==> config.mk <==
export PLATFORM = sky130hd
export DESIGN_NAME = exp_adjust_pipe
export DESIGN_NICKNAME = d
export VERILOG_FILES = /design/src/rtl/exp_adjust_pipe.sv
export SDC_FILE = /design/constraint.sdc
export NUM_CORES = 1
export LEC_CHECK = 0
export CAP_MARGIN = 20
export CELL_PAD_IN_SITES_DETAIL_PLACEMENT = 0
export CELL_PAD_IN_SITES_GLOBAL_PLACEMENT = 2
export CORE_ASPECT_RATIO = 0.5
export CORE_UTILIZATION = 32
export DETAILED_ROUTE_END_ITERATION = 12
export HOLD_SLACK_MARGIN = 0.02
export PLACE_DENSITY = 0.9
export SYNTH_ARGS = -nofsm -noshare
export SYNTH_HDL_FRONTEND = slang
export SYNTH_SLANG_ARGS = --single-unit
==> constraint.sdc <==
create_clock -name i_clk -period 2.2 [get_ports i_clk]
set_input_delay 0.55 -clock i_clk [delete_from_list [all_inputs] [get_ports i_clk]]
set_output_delay 0.55 -clock i_clk [all_outputs]
set_load 0.01 [all_outputs]
==> src/rtl/exp_adjust_pipe.sv <==
// Exponent-adjust stage for the FP add/sub datapath, placed after LOPD/normalise.
// Two-stage valid/ready pipe: stage 1 forms the raw exponent, stage 2 classifies it.
module exp_adjust_pipe #(
   parameter int SIZE_EXP  = 8,
   parameter int SIZE_LOPD = 5
) (
   input  logic                 i_clk,
   input  logic                 i_rst_n,
   input  logic                 i_valid,
   output logic                 o_ready,
   input  logic                 i_overflow,
   input  logic                 i_underflow,
   input  logic                 i_zero_flag,
   input  logic [SIZE_LOPD-1:0] i_lopd_value,
   input  logic [SIZE_EXP-1:0]  i_exp_value,
   output logic                 o_valid,
   input  logic                 i_ready,
   output logic [SIZE_EXP-1:0]  o_exp_result,
   output logic                 o_inf,
   output logic                 o_denorm,
   output logic                 o_zero,
   output logic [SIZE_LOPD:0]   o_rshift,
   input  logic                 i_flag_clr,
   output logic                 o_flag_ovf,
   output logic                 o_flag_unf
);
   localparam int RW  = SIZE_EXP + 2;
   localparam int RSW = SIZE_LOPD + 1;
   localparam logic signed [RW-1:0] INF_RAW = RW'((1 << SIZE_EXP) - 1);

   typedef struct packed {
      logic          zero;
      logic [RW-1:0] raw;
   } s1_t;

   typedef struct packed {
      logic [SIZE_EXP-1:0] exp;
      logic                inf;
      logic                denorm;
      logic                zero;
      logic [RSW-1:0]      rshift;
   } s2_t;

   logic [1:0]          vld_pipe;  // [0] stage 1, [1] stage 2
   s1_t                 s1_d, s1_q;
   s2_t                 s2_d, s2_q;
   logic                adv1, adv2, xfer_out;
   logic signed [RW-1:0] exp_ext, lopd_ext, raw1;
   logic                flag_ovf, flag_unf;

   assign adv2     = ~vld_pipe[1] | i_ready;
   assign adv1     = ~vld_pipe[0] | adv2;
   assign xfer_out = vld_pipe[1] & i_ready;

   assign exp_ext  = {2'b00, i_exp_value};
   assign lopd_ext = {{(RW-SIZE_LOPD){1'b0}}, i_lopd_value};

   // Priority zero > overflow > underflow > normal; zero leaves raw unused.
   always_comb begin
      s1_d.zero = i_zero_flag;
      s1_d.raw  = '0;
      if (i_zero_flag)      s1_d.raw = '0;
      else if (i_overflow)  s1_d.raw = exp_ext + RW'(1);
      else if (i_underflow) s1_d.raw = exp_ext;
      else                  s1_d.raw = exp_ext - lopd_ext;
   end

   assign raw1 = s1_q.raw;

   // raw >= -(2^SIZE_LOPD-1), so 1-raw always fits in SIZE_LOPD+1 bits.
   always_comb begin
      s2_d = '0;
      if (s1_q.zero) begin
         s2_d.zero = 1'b1;
      end else if (raw1 >= INF_RAW) begin
         s2_d.exp = '1;
         s2_d.inf = 1'b1;
      end else if (raw1[RW-1] || raw1 == '0) begin
         s2_d.denorm = 1'b1;
         s2_d.rshift = RSW'(1) - raw1[SIZE_LOPD:0];
      end else begin
         s2_d.exp = raw1[SIZE_EXP-1:0];
      end
   end

   always_ff @(posedge i_clk or negedge i_rst_n) begin
      if (!i_rst_n) begin
         vld_pipe <= '0;
         s1_q     <= '0;
         s2_q     <= '0;
         flag_ovf <= 1'b0;
         flag_unf <= 1'b0;
      end else begin
         if (adv1) begin
            vld_pipe[0] <= i_valid;
            if (i_valid) s1_q <= s1_d;
         end
         if (adv2) begin
            vld_pipe[1] <= vld_pipe[0];
            if (vld_pipe[0]) s2_q <= s2_d;
         end
         // A setting transfer wins over a simultaneous clear.
         flag_ovf <= (xfer_out & s2_q.inf)    | (flag_ovf & ~i_flag_clr);
         flag_unf <= (xfer_out & s2_q.denorm) | (flag_unf & ~i_flag_clr);
      end
   end

   assign o_ready      = adv1;
   assign o_valid      = vld_pipe[1];
   assign o_exp_result = s2_q.exp;
   assign o_inf        = s2_q.inf;
   assign o_denorm     = s2_q.denorm;
   assign o_zero       = s2_q.zero;
   assign o_rshift     = s2_q.rshift;
   assign o_flag_ovf   = flag_ovf;
   assign o_flag_unf   = flag_unf;

endmodule

==> results of run 1 <==
cell type report:
| cell class | count | share of cell area [%] |
|---|---|---|
| Timing Repair Buffer | 72 | 23.9 |
| Inverter | 12 | 1.82 |
| Clock buffer | 6 | 3.16 |
| Tap cell | 70 | 3.35 |
| Sequential cell | 32 | 30.7 |
| Clock inverter | 2 | 0.383 |
| Multi-Input combinational cell | 147 | 36.7 |
where the power goes:
group          switching, mW  total, mW  internal [mW]
clock                  0.209      0.458          0.249
sequential            0.0615      0.715          0.653
combinational          0.211      0.457          0.246
total                  0.482       1.63           1.15
through the flow:
stage	worst slack, ps	instances	cell area (um2)	hold slack (ps)	total power [mW]
after floorplan	-8.24	198	1820	254	0.930
after global placement	-588	332	2500	474	1.17
after detailed placement	-612	332	2500	482	1.19
after CTS	-26.1	341	2610	495	1.65
after global routing	23.0	341	2610	514	1.73
final	69.4	341	2610	491	1.63
cell usage in the layout, fill, tap and decap left out, types with 2 or more instances in the layout:
cell type / instances
sky130_fd_sc_hd__dfrtp_1: 32
sky130_fd_sc_hd__nand2_1: 31
sky130_fd_sc_hd__buf_4: 31
sky130_fd_sc_hd__clkdlybuf4s50_1: 28
sky130_fd_sc_hd__nand3_1: 13
sky130_fd_sc_hd__nand4_1: 12
sky130_fd_sc_hd__nor2_1: 10
sky130_fd_sc_hd__inv_1: 8
sky130_fd_sc_hd__a21oi_1: 8
sky130_fd_sc_hd__dlygate4sd2_1: 8
sky130_fd_sc_hd__o21ai_0: 7
sky130_fd_sc_hd__a22o_1: 6
sky130_fd_sc_hd__clkbuf_8: 6
sky130_fd_sc_hd__nor3_1: 5
sky130_fd_sc_hd__o21ai_1: 5
sky130_fd_sc_hd__xnor2_1: 4
sky130_fd_sc_hd__ha_1: 4
sky130_fd_sc_hd__inv_2: 3
sky130_fd_sc_hd__nor2b_1: 3
sky130_fd_sc_hd__xor2_1: 3
sky130_fd_sc_hd__nand2b_1: 3
sky130_fd_sc_hd__o31ai_1: 3
sky130_fd_sc_hd__ha_4: 3
sky130_fd_sc_hd__nand3b_1: 2
sky130_fd_sc_hd__mux2_2: 2
sky130_fd_sc_hd__o21a_1: 2
sky130_fd_sc_hd__or3_1: 2
sky130_fd_sc_hd__nor4_1: 2
sky130_fd_sc_hd__o22ai_1: 2
sky130_fd_sc_hd__clkinv_2: 2
sky130_fd_sc_hd__buf_2: 2
sky130_fd_sc_hd__clkdlybuf4s15_1: 2
sequential cells by signal, summed over array words and instances, names as in the netlist:
name	count
raw1	10
vld_pipe	2
o_flag_ovf	1
o_zero	1
o_flag_unf	1
s1_q	1
o_rshift	6
o_exp_result	8
o_inf	1
o_denorm	1
metal layers:
metal | vias to the layer above | wire [um]
met5 | - | 0
met4 | 0 | 65
met3 | 7 | 194
met2 | 47 | 1940
met1 | 799 | 2260
li1 | 857 | -
kinds of logic (layout without fill, tap and decap cells):
group / after synthesis / in the layout / synth area share, %
AND/OR/NAND/NOR: 88 / 88 / 24.0
XOR/XNOR: 7 / 7 / 3.45
AO/OA/AOI/OAI: 41 / 41 / 15.0
multiplexers: 2 / 2 / 1.27
flip-flops: 32 / 32 / 45.0
buffers and inverters: 19 / 92 / 4.50
adder cells (fa/ha/maj): 9 / 9 / 6.75
worst max-delay path: stages:
cell and delay (ps):
sky130_fd_sc_hd__buf_6 100, sky130_fd_sc_hd__inv_4 50, sky130_fd_sc_hd__ha_4 130, sky130_fd_sc_hd__fa_2 220, sky130_fd_sc_hd__nor2b_4 50, sky130_fd_sc_hd__o31a_1 310, sky130_fd_sc_hd__or4_1 400, sky130_fd_sc_hd__or4_4 440
sky130_fd_sc_hd__nand3_2 80
timing repair:
item | in CTS | in global routing
buffers inserted | 1 | 0
pin swaps | 10 | 2
gates resized for setup | 34 | 0
setup endpoints to repair | 6 | 2
worst paths after layout:
path                                      endpoint  slack [ps]  cells past startpoint
min                        o_rshift[3]$_DFFE_PN0P_         490                      2
min in group asynchronous      raw1[8]$_DFFE_PN0P_         650                      2
max                            raw1[8]$_DFFE_PN0P_          70                      9
max in group asynchronous  o_rshift[3]$_DFFE_PN0P_        1260                      2
max reg2reg                    raw1[7]$_DFFE_PN0P_         700                      6
min reg2reg                o_rshift[3]$_DFFE_PN0P_         490                      2
==> reports/qor.json, run 1 <==
{
  "die": {
    "design.die.area_um2": 5880,
    "dieHeight_um": 54.7,
    "floorplan.initialDensity_pct": 34.6,
    "floorplan.io_pins": 42,
    "core_area_um2": 5130,
    "std_cell_rows": 18,
    "die_w_um": 107
  },
  "critical_path": {
    "critPathLaunchType": "input port",
    "critical_path.max_fanout": 2,
    "crit_required_ps": 2420,
    "setup.worst_path.start": "i_exp_value[0]",
    "crit_type": "in2reg",
    "reg2reg_from": "vld_pipe[1]$_DFFE_PN0P_",
    "endpoint_kind": "flip-flop",
    "critPathArrivalTime_ps": 2350
  },
  "cts": {
    "cts_num_sinks": 32,
    "cts-root-buf": "sky130_fd_sc_hd__clkbuf_8",
    "cts_tree": "built",
    "holdBufCountCts": 0,
    "numCtsBuffers": 5,
    "clkSlewWorstSetupHoldPaths_ps": 60,
    "cts-htree-levels": 2,
    "clock_insertion_delay_worst_skew_ps": 280,
    "clockBufferDepth": 2
  },
  "placed_design": {
    "post-dp-hpwl_um": 3430,
    "io_buffers": 41,
    "place_congestion": 0.848
  },
  "logic_synthesis": {
    "synth.top_cells.by_area": "sky130_fd_sc_hd__dfrtp_1 45%, sky130_fd_sc_hd__nand2_1 6.8%, sky130_fd_sc_hd__ha_1 5.6%",
    "synthCells": 198,
    "flip_flop_and_latch_count_after_synthesis": 32,
    "synth_commonest_cells": "32 x sky130_fd_sc_hd__dfrtp_1, 32 x sky130_fd_sc_hd__nand2_1, 14 x sky130_fd_sc_hd__nand3_1",
    "synth_nets": 228,
    "synth_edf_count": 0,
    "syn-cell-area_um2": 1780,
    "cell_type_with_the_largest_total_area_after_synthesis": "sky130_fd_sc_hd__dfrtp_1",
    "synth_top_flop_cell": "sky130_fd_sc_hd__dfrtp_1",
    "synth_seq_area_share_pct": 45.0,
    "post_synth_num_cell_types": 36,
    "synth-warning-count": 0,
    "synth_async_sr_flop_share_pct": 100,
    "post_synthesis_area_per_instance_um2": 8.99,
    "synth.top_cell.area_share_pct": 45.0
  },
  "detailed_routing": {
    "drtPass1Iterations": 4,
    "drt-wirelength-per-cell_um": 13.1,
    "vias_per_cell": 5.01,
    "drtAntennaViolNets": 0,
    "detailroute.via_count": 1710,
    "drc_errors": 0,
    "drt_iter0_drc": 76,
    "drt_wl_total_um": 4460
  },
  "min_path": {
    "min_from": "o_rshift[3]$_DFFE_PN0P_",
    "worstHoldPathType": "reg2reg"
  },
  "layout": {
    "n_antenna_cell": 0,
    "layout-drive-gt1-share_pct": 21.0,
    "layout.core_utilization_pct": 50.9,
    "area_growth_syn_to_layout_pct": 46.8,
    "multi_input_comb_area_um2": 960,
    "layout.area.seq_um2": 801,
    "fin_nets": 300,
    "nFillCells": 505
  },
  "global_routing": {
    "grt.overflow.total": 0,
    "grt_max_degree": 33,
    "grtUsageTotal_pct": 17.3,
    "gr-usage-met1_pct": 22.1,
    "global_route_wire_length_before_repair_um": 7710,
    "global_route.peak_usage_layer": "met2",
    "antenna_found_initial": 0,
    "grt_util_met2_pct": 29.6,
    "grt_util_met3_pct": 2.86,
    "vias_in_the_first_global_route": 1695
  },
  "timing": {
    "fin_tns_setup_ps": 0,
    "setup_viol": 0,
    "timing.fmax_ghz": 0.469,
    "period_needed_ps": 2130,
    "worst_pin_slew_ps": 429,
    "timing.final.max_slew_violations": 0,
    "fin_crit_sh_pct": 96.8,
    "hold_viol": 0,
    "relSlewSlack_pct": 71.0,
    "skew_ps": 3.15,
    "unrepaired_setup_endpoints_after_global_routing": "no"
  },
  "power_and_ir_drop": {
    "power-per-cell-area_nw_per_um2": 624,
    "ir_drop_mv": 0.264,
    "leakage_power_nw": 1.19
  },
  "status": {
    "outcome": "finished, final reports clean"
  },
  "job": {
    "maxCapViolations": 0
  }
}
Note: power is estimated with default switching activity, not from simulation.
==> inputs of run 2 (changes only) <==
--- a/config.mk
+++ b/config.mk
@@ -13,6 +13,7 @@
 export DETAILED_ROUTE_END_ITERATION = 12
 export HOLD_SLACK_MARGIN = 0.02
 export PLACE_DENSITY = 0.9
+export SLEW_MARGIN = 40
 export SYNTH_ARGS = -nofsm -noshare
 export SYNTH_HDL_FRONTEND = slang
 export SYNTH_SLANG_ARGS = --single-unit
==> results of run 2 <==
The final DEF is identical to that of run 1; final timing and power are the same.
==> inputs of run 3 (changes only) <==
--- a/config.mk
+++ b/config.mk
@@ -8,7 +8,7 @@
 export CAP_MARGIN = 20
 export CELL_PAD_IN_SITES_DETAIL_PLACEMENT = 0
 export CELL_PAD_IN_SITES_GLOBAL_PLACEMENT = 2
-export CORE_ASPECT_RATIO = 0.5
+export CORE_ASPECT_RATIO = 1.2
 export CORE_UTILIZATION = 32
 export DETAILED_ROUTE_END_ITERATION = 12
 export HOLD_SLACK_MARGIN = 0.02
==> run 3 against run 2 <==
  * Maximum frequency rose by 1.0%
  * First-iteration DRC count rose by 17%
  * Critical endpoint is now raw1[9]$_DFFE_PN0P_
  * Final area rose by 0.14%
  * Total power fell by 0.62%
  * Highest routed layer unchanged
  * Hold slack got worse by 11 ps
  * Critical path type unchanged
  * Via count fell by 2.5%
==> reports/qor.json, run 3 (synthesized netlist as in run 1, its figures left out) <==
{
  "status": {
    "outcome": {"value": "finished, final reports clean", "change": "unchanged"}
  },
  "die": {
    "core_area": {"value": 5330, "unit": "um2", "change": "was 5130 um2"},
    "std_cell_rows": {"value": 29, "change": "was 18"},
    "dieHeight": {"value": 83.7, "unit": "um", "change": "was 54.7 um"},
    "floorplan.initialDensity": {"value": 33.4, "unit": "%", "change": "was 34.6%"},
    "design.die.area": {"value": 5860, "unit": "um2", "change": "was 5880 um2"},
    "floorplan.io_pins": {"value": 42, "change": "unchanged"},
    "die_w": {"value": 70.1, "unit": "um", "change": "was 107 um"}
  },
  "placed_design": {
    "place_congestion": {"value": 0.766, "change": "was 0.848"},
    "io_buffers": {"value": 41, "change": "unchanged"},
    "place_worst_setup_slack": {"value": -592, "unit": "ps", "change": "was -612 ps"},
    "post-place-cells": {"value": 325, "change": "was 332"},
    "post-dp-hpwl": {"value": 3310, "unit": "um", "change": "was 3430 um"}
  },
  "layout": {
    "layout_common_cells": {"value": "33 x sky130_fd_sc_hd__buf_4, 32 x sky130_fd_sc_hd__nand2_1, 32 x sky130_fd_sc_hd__dfrtp_1, 28 x sky130_fd_sc_hd__clkdlybuf4s50_1, 13 x sky130_fd_sc_hd__nand3_1", "change": "was 32 x sky130_fd_sc_hd__dfrtp_1, 31 x sky130_fd_sc_hd__nand2_1, 31 x sky130_fd_sc_hd__buf_4, 28 x sky130_fd_sc_hd__clkdlybuf4s50_1, 13 x sky130_fd_sc_hd__nand3_1"},
    "layout-drive-gt1-share": {"value": 20.1, "unit": "%", "change": "was 21.0%"},
    "layout.core_utilization": {"value": 49.1, "unit": "%", "change": "was 50.9%"},
    "fin_nets": {"value": 302, "change": "was 300"},
    "final_common_cell": {"value": "sky130_fd_sc_hd__buf_4", "change": "was sky130_fd_sc_hd__dfrtp_1"},
    "n_antenna_cell": {"value": 0, "change": "unchanged"},
    "largest_register_ff_count": {"value": 10, "change": "unchanged"},
    "nFillCells": {"value": 555, "change": "was 505"},
    "area_growth_syn_to_layout": {"value": 47.0, "unit": "%", "change": "was 46.8%"},
    "instances_no_fill": {"value": 335, "change": "was 341"}
  },
  "timing": {
    "hold_slack": {"value": 480, "unit": "ps", "change": "was 491 ps"},
    "skew": {"value": 4.68, "unit": "ps", "change": "was 3.15 ps"},
    "fin_crit_sh": {"value": 95.9, "unit": "%", "change": "was 96.8%"},
    "post-route-worst-setup-slack": {"value": 90.8, "unit": "ps", "change": "was 69.4 ps"},
    "worst_pin_slew": {"value": 394, "unit": "ps", "change": "was 429 ps"},
    "setup_viol": {"value": 0, "change": "unchanged"},
    "relSlewSlack": {"value": 73.7, "unit": "%", "change": "was 71.0%"},
    "period_needed": {"value": 2110, "unit": "ps", "change": "was 2130 ps"},
    "timing.final.max_slew_violations": {"value": 0, "change": "unchanged"},
    "timing.fmax": {"value": 0.474, "unit": "GHz", "change": "was 0.469 GHz"},
    "hold_viol": {"value": 0, "change": "unchanged"},
    "unrepaired_setup_endpoints_after_global_routing": {"value": "no", "change": "unchanged"}
  },
  "power_and_ir_drop": {
    "post-layout-total-power": {"value": 1.62, "unit": "mW", "change": "was 1.63 mW"},
    "power-per-cell-area": {"value": 619, "unit": "nW/um2", "change": "was 624 nW/um2"},
    "switching_component_of_the_power": {"value": 0.464, "unit": "mW", "change": "was 0.482 mW"},
    "leakage_power": {"value": 1.19, "unit": "nW", "change": "about the same"},
    "ir_drop": {"value": 0.238, "unit": "mV", "change": "was 0.264 mV"},
    "power.share.switching": {"value": 28.6, "unit": "%", "change": "was 29.6%"},
    "pwr-share-clk": {"value": 28.0, "unit": "%", "change": "was 28.1%"},
    "pwr-share-comb": {"value": 28.0, "unit": "%", "change": "about the same"},
    "internal_power": {"value": 1.16, "unit": "mW", "change": "was 1.15 mW"},
    "sequentialPowerShare": {"value": 44.1, "unit": "%", "change": "was 43.9%"}
  },
  "global_routing": {
    "grt.overflow.total": {"value": 0, "change": "unchanged"},
    "vias_in_the_first_global_route": {"value": 1673, "change": "was 1,695"},
    "grt_max_degree": {"value": 33, "change": "unchanged"},
    "antenna_found_initial": {"value": 0, "change": "unchanged"},
    "global_route_wire_length_before_repair": {"value": 7650, "unit": "um", "change": "was 7710 um"},
    "grtUsageTotal": {"value": 16.4, "unit": "%", "change": "was 17.3%"}
  },
  "critical_path": {
    "timing.reg2reg.setup_slack": {"value": 690, "unit": "ps", "change": "was 700 ps"},
    "endpoint_kind": {"value": "flip-flop", "change": "unchanged"},
    "critPathLaunchType": {"value": "input port", "change": "unchanged"},
    "crit_type": {"value": "in2reg", "change": "unchanged"},
    "critical_path.max_fanout": {"value": 3, "change": "was 2"},
    "crit_required": {"value": 2420, "unit": "ps", "change": "about the same"},
    "critPathArrivalTime": {"value": 2330, "unit": "ps", "change": "was 2350 ps"}
  },
  "cts": {
    "clockBufferDepth": {"value": 2, "change": "unchanged"},
    "clkSlewWorstSetupHoldPaths": {"value": 60, "unit": "ps", "change": "about the same"},
    "holdBufCountCts": {"value": 0, "change": "unchanged"},
    "cts_tree": {"value": "built", "change": "unchanged"},
    "cts-root-buf": {"value": "sky130_fd_sc_hd__clkbuf_8", "change": "unchanged"},
    "cts-htree-levels": {"value": 2, "change": "unchanged"},
    "numCtsBuffers": {"value": 5, "change": "unchanged"},
    "cts_num_sinks": {"value": 32, "change": "unchanged"},
    "clock_insertion_delay_worst_skew": {"value": 280, "unit": "ps", "change": "about the same"}
  },
  "detailed_routing": {
    "drt_wl_total": {"value": 4300, "unit": "um", "change": "was 4460 um"},
    "drtPass1Iterations": {"value": 4, "change": "unchanged"},
    "drt_iter0_drc": {"value": 89, "change": "was 76"},
    "vias_per_cell": {"value": 4.98, "change": "was 5.01"},
    "detailroute.via_count": {"value": 1667, "change": "was 1,710"},
    "drc_errors": {"value": 0, "change": "unchanged"},
    "drt-wirelength-per-cell": {"value": 12.8, "unit": "um", "change": "was 13.1 um"},
    "drtAntennaViolNets": {"value": 0, "change": "unchanged"}
  },
  "min_path": {
    "worstHoldPathType": {"value": "reg2reg", "change": "unchanged"}
  },
  "job": {
    "maxCapViolations": {"value": 0, "change": "unchanged"}
  }
}
-- run 3: changes by cell type in the layout (fill, tap and decap cells not counted), sizes merged --
| cell | delta |
|---|---|
| buf | +2 |
| clkinv | -2 |
| clkbuf | +2 |
-- run 3: worst paths after layout --
check,cells after the start,to,start
worst max register to register,5,raw1[4]$_DFFE_PN0P_,vld_pipe[1]$_DFFE_PN0P_
worst max-delay path,9,raw1[9]$_DFFE_PN0P_,i_exp_value[0]
min in group asynchronous,2,o_rshift[1]$_DFFE_PN0P_,i_rst_n
worst min register to register,2,o_rshift[5]$_DFFE_PN0P_,o_rshift[5]$_DFFE_PN0P_
worst min-delay path,2,o_rshift[5]$_DFFE_PN0P_,o_rshift[5]$_DFFE_PN0P_
max in group asynchronous,2,vld_pipe[1]$_DFFE_PN0P_,i_rst_n
-- run 3: what timing repair did --
action	in CTS	in global routing
hold endpoints to repair	0	0
pin swaps	9	1
setup endpoints to repair	6	2
setup buffers	2	0
gates resized for setup	33	0
-- run 3: layout make-up --
type	instances	area (um2)	area share, %
Tap cell	62	77.6	2.97
Sequential cell	32	801	30.6
Inverter	12	47.5	1.82
Clock buffer	8	90.1	3.44
Multi-Input combinational cell	147	957	36.6
Timing Repair Buffer	74	643	24.6
-- run 3: stage by stage --
stage | area (um2) | setup TNS, ps
2_1_floorplan | 1820 | -8.24
3_3_place_gp | 2500 | -2720
3_5_place_dp | 2500 | -2870
4_1_cts | 2620 | -1.50
5_1_grt | 2620 | 0
6_report | 2620 | 0
-- run 3: worst max-delay path: stages --
cell and delay (ps):
sky130_fd_sc_hd__buf_8 100, sky130_fd_sc_hd__inv_4 50, sky130_fd_sc_hd__ha_4 130, sky130_fd_sc_hd__fa_2 220, sky130_fd_sc_hd__nor2b_4 50, sky130_fd_sc_hd__o31a_1 310, sky130_fd_sc_hd__or4_1 410, sky130_fd_sc_hd__or4_4 440
sky130_fd_sc_hd__nand2_1 80
-- run 3: power by group through the flow --
stage	combinational (mW)	sequential, mW	clock (mW)
final	0.453	0.714	0.453
after global routing	0.507	0.723	0.500
after CTS	0.459	0.714	0.473
after detailed placement	0.457	0.725	0
after global placement	0.455	0.722	0
after floorplan	0.201	0.728	0
-- run 3: layer usage --
layer	wire length, um	global-route usage (%)	vias to the layer above
met1	1860	18.8	758
met3	152	3.38	11
li1	-	-	855
met5	0	0	-
met4	139	8.91	0
met2	2150	28.1	43
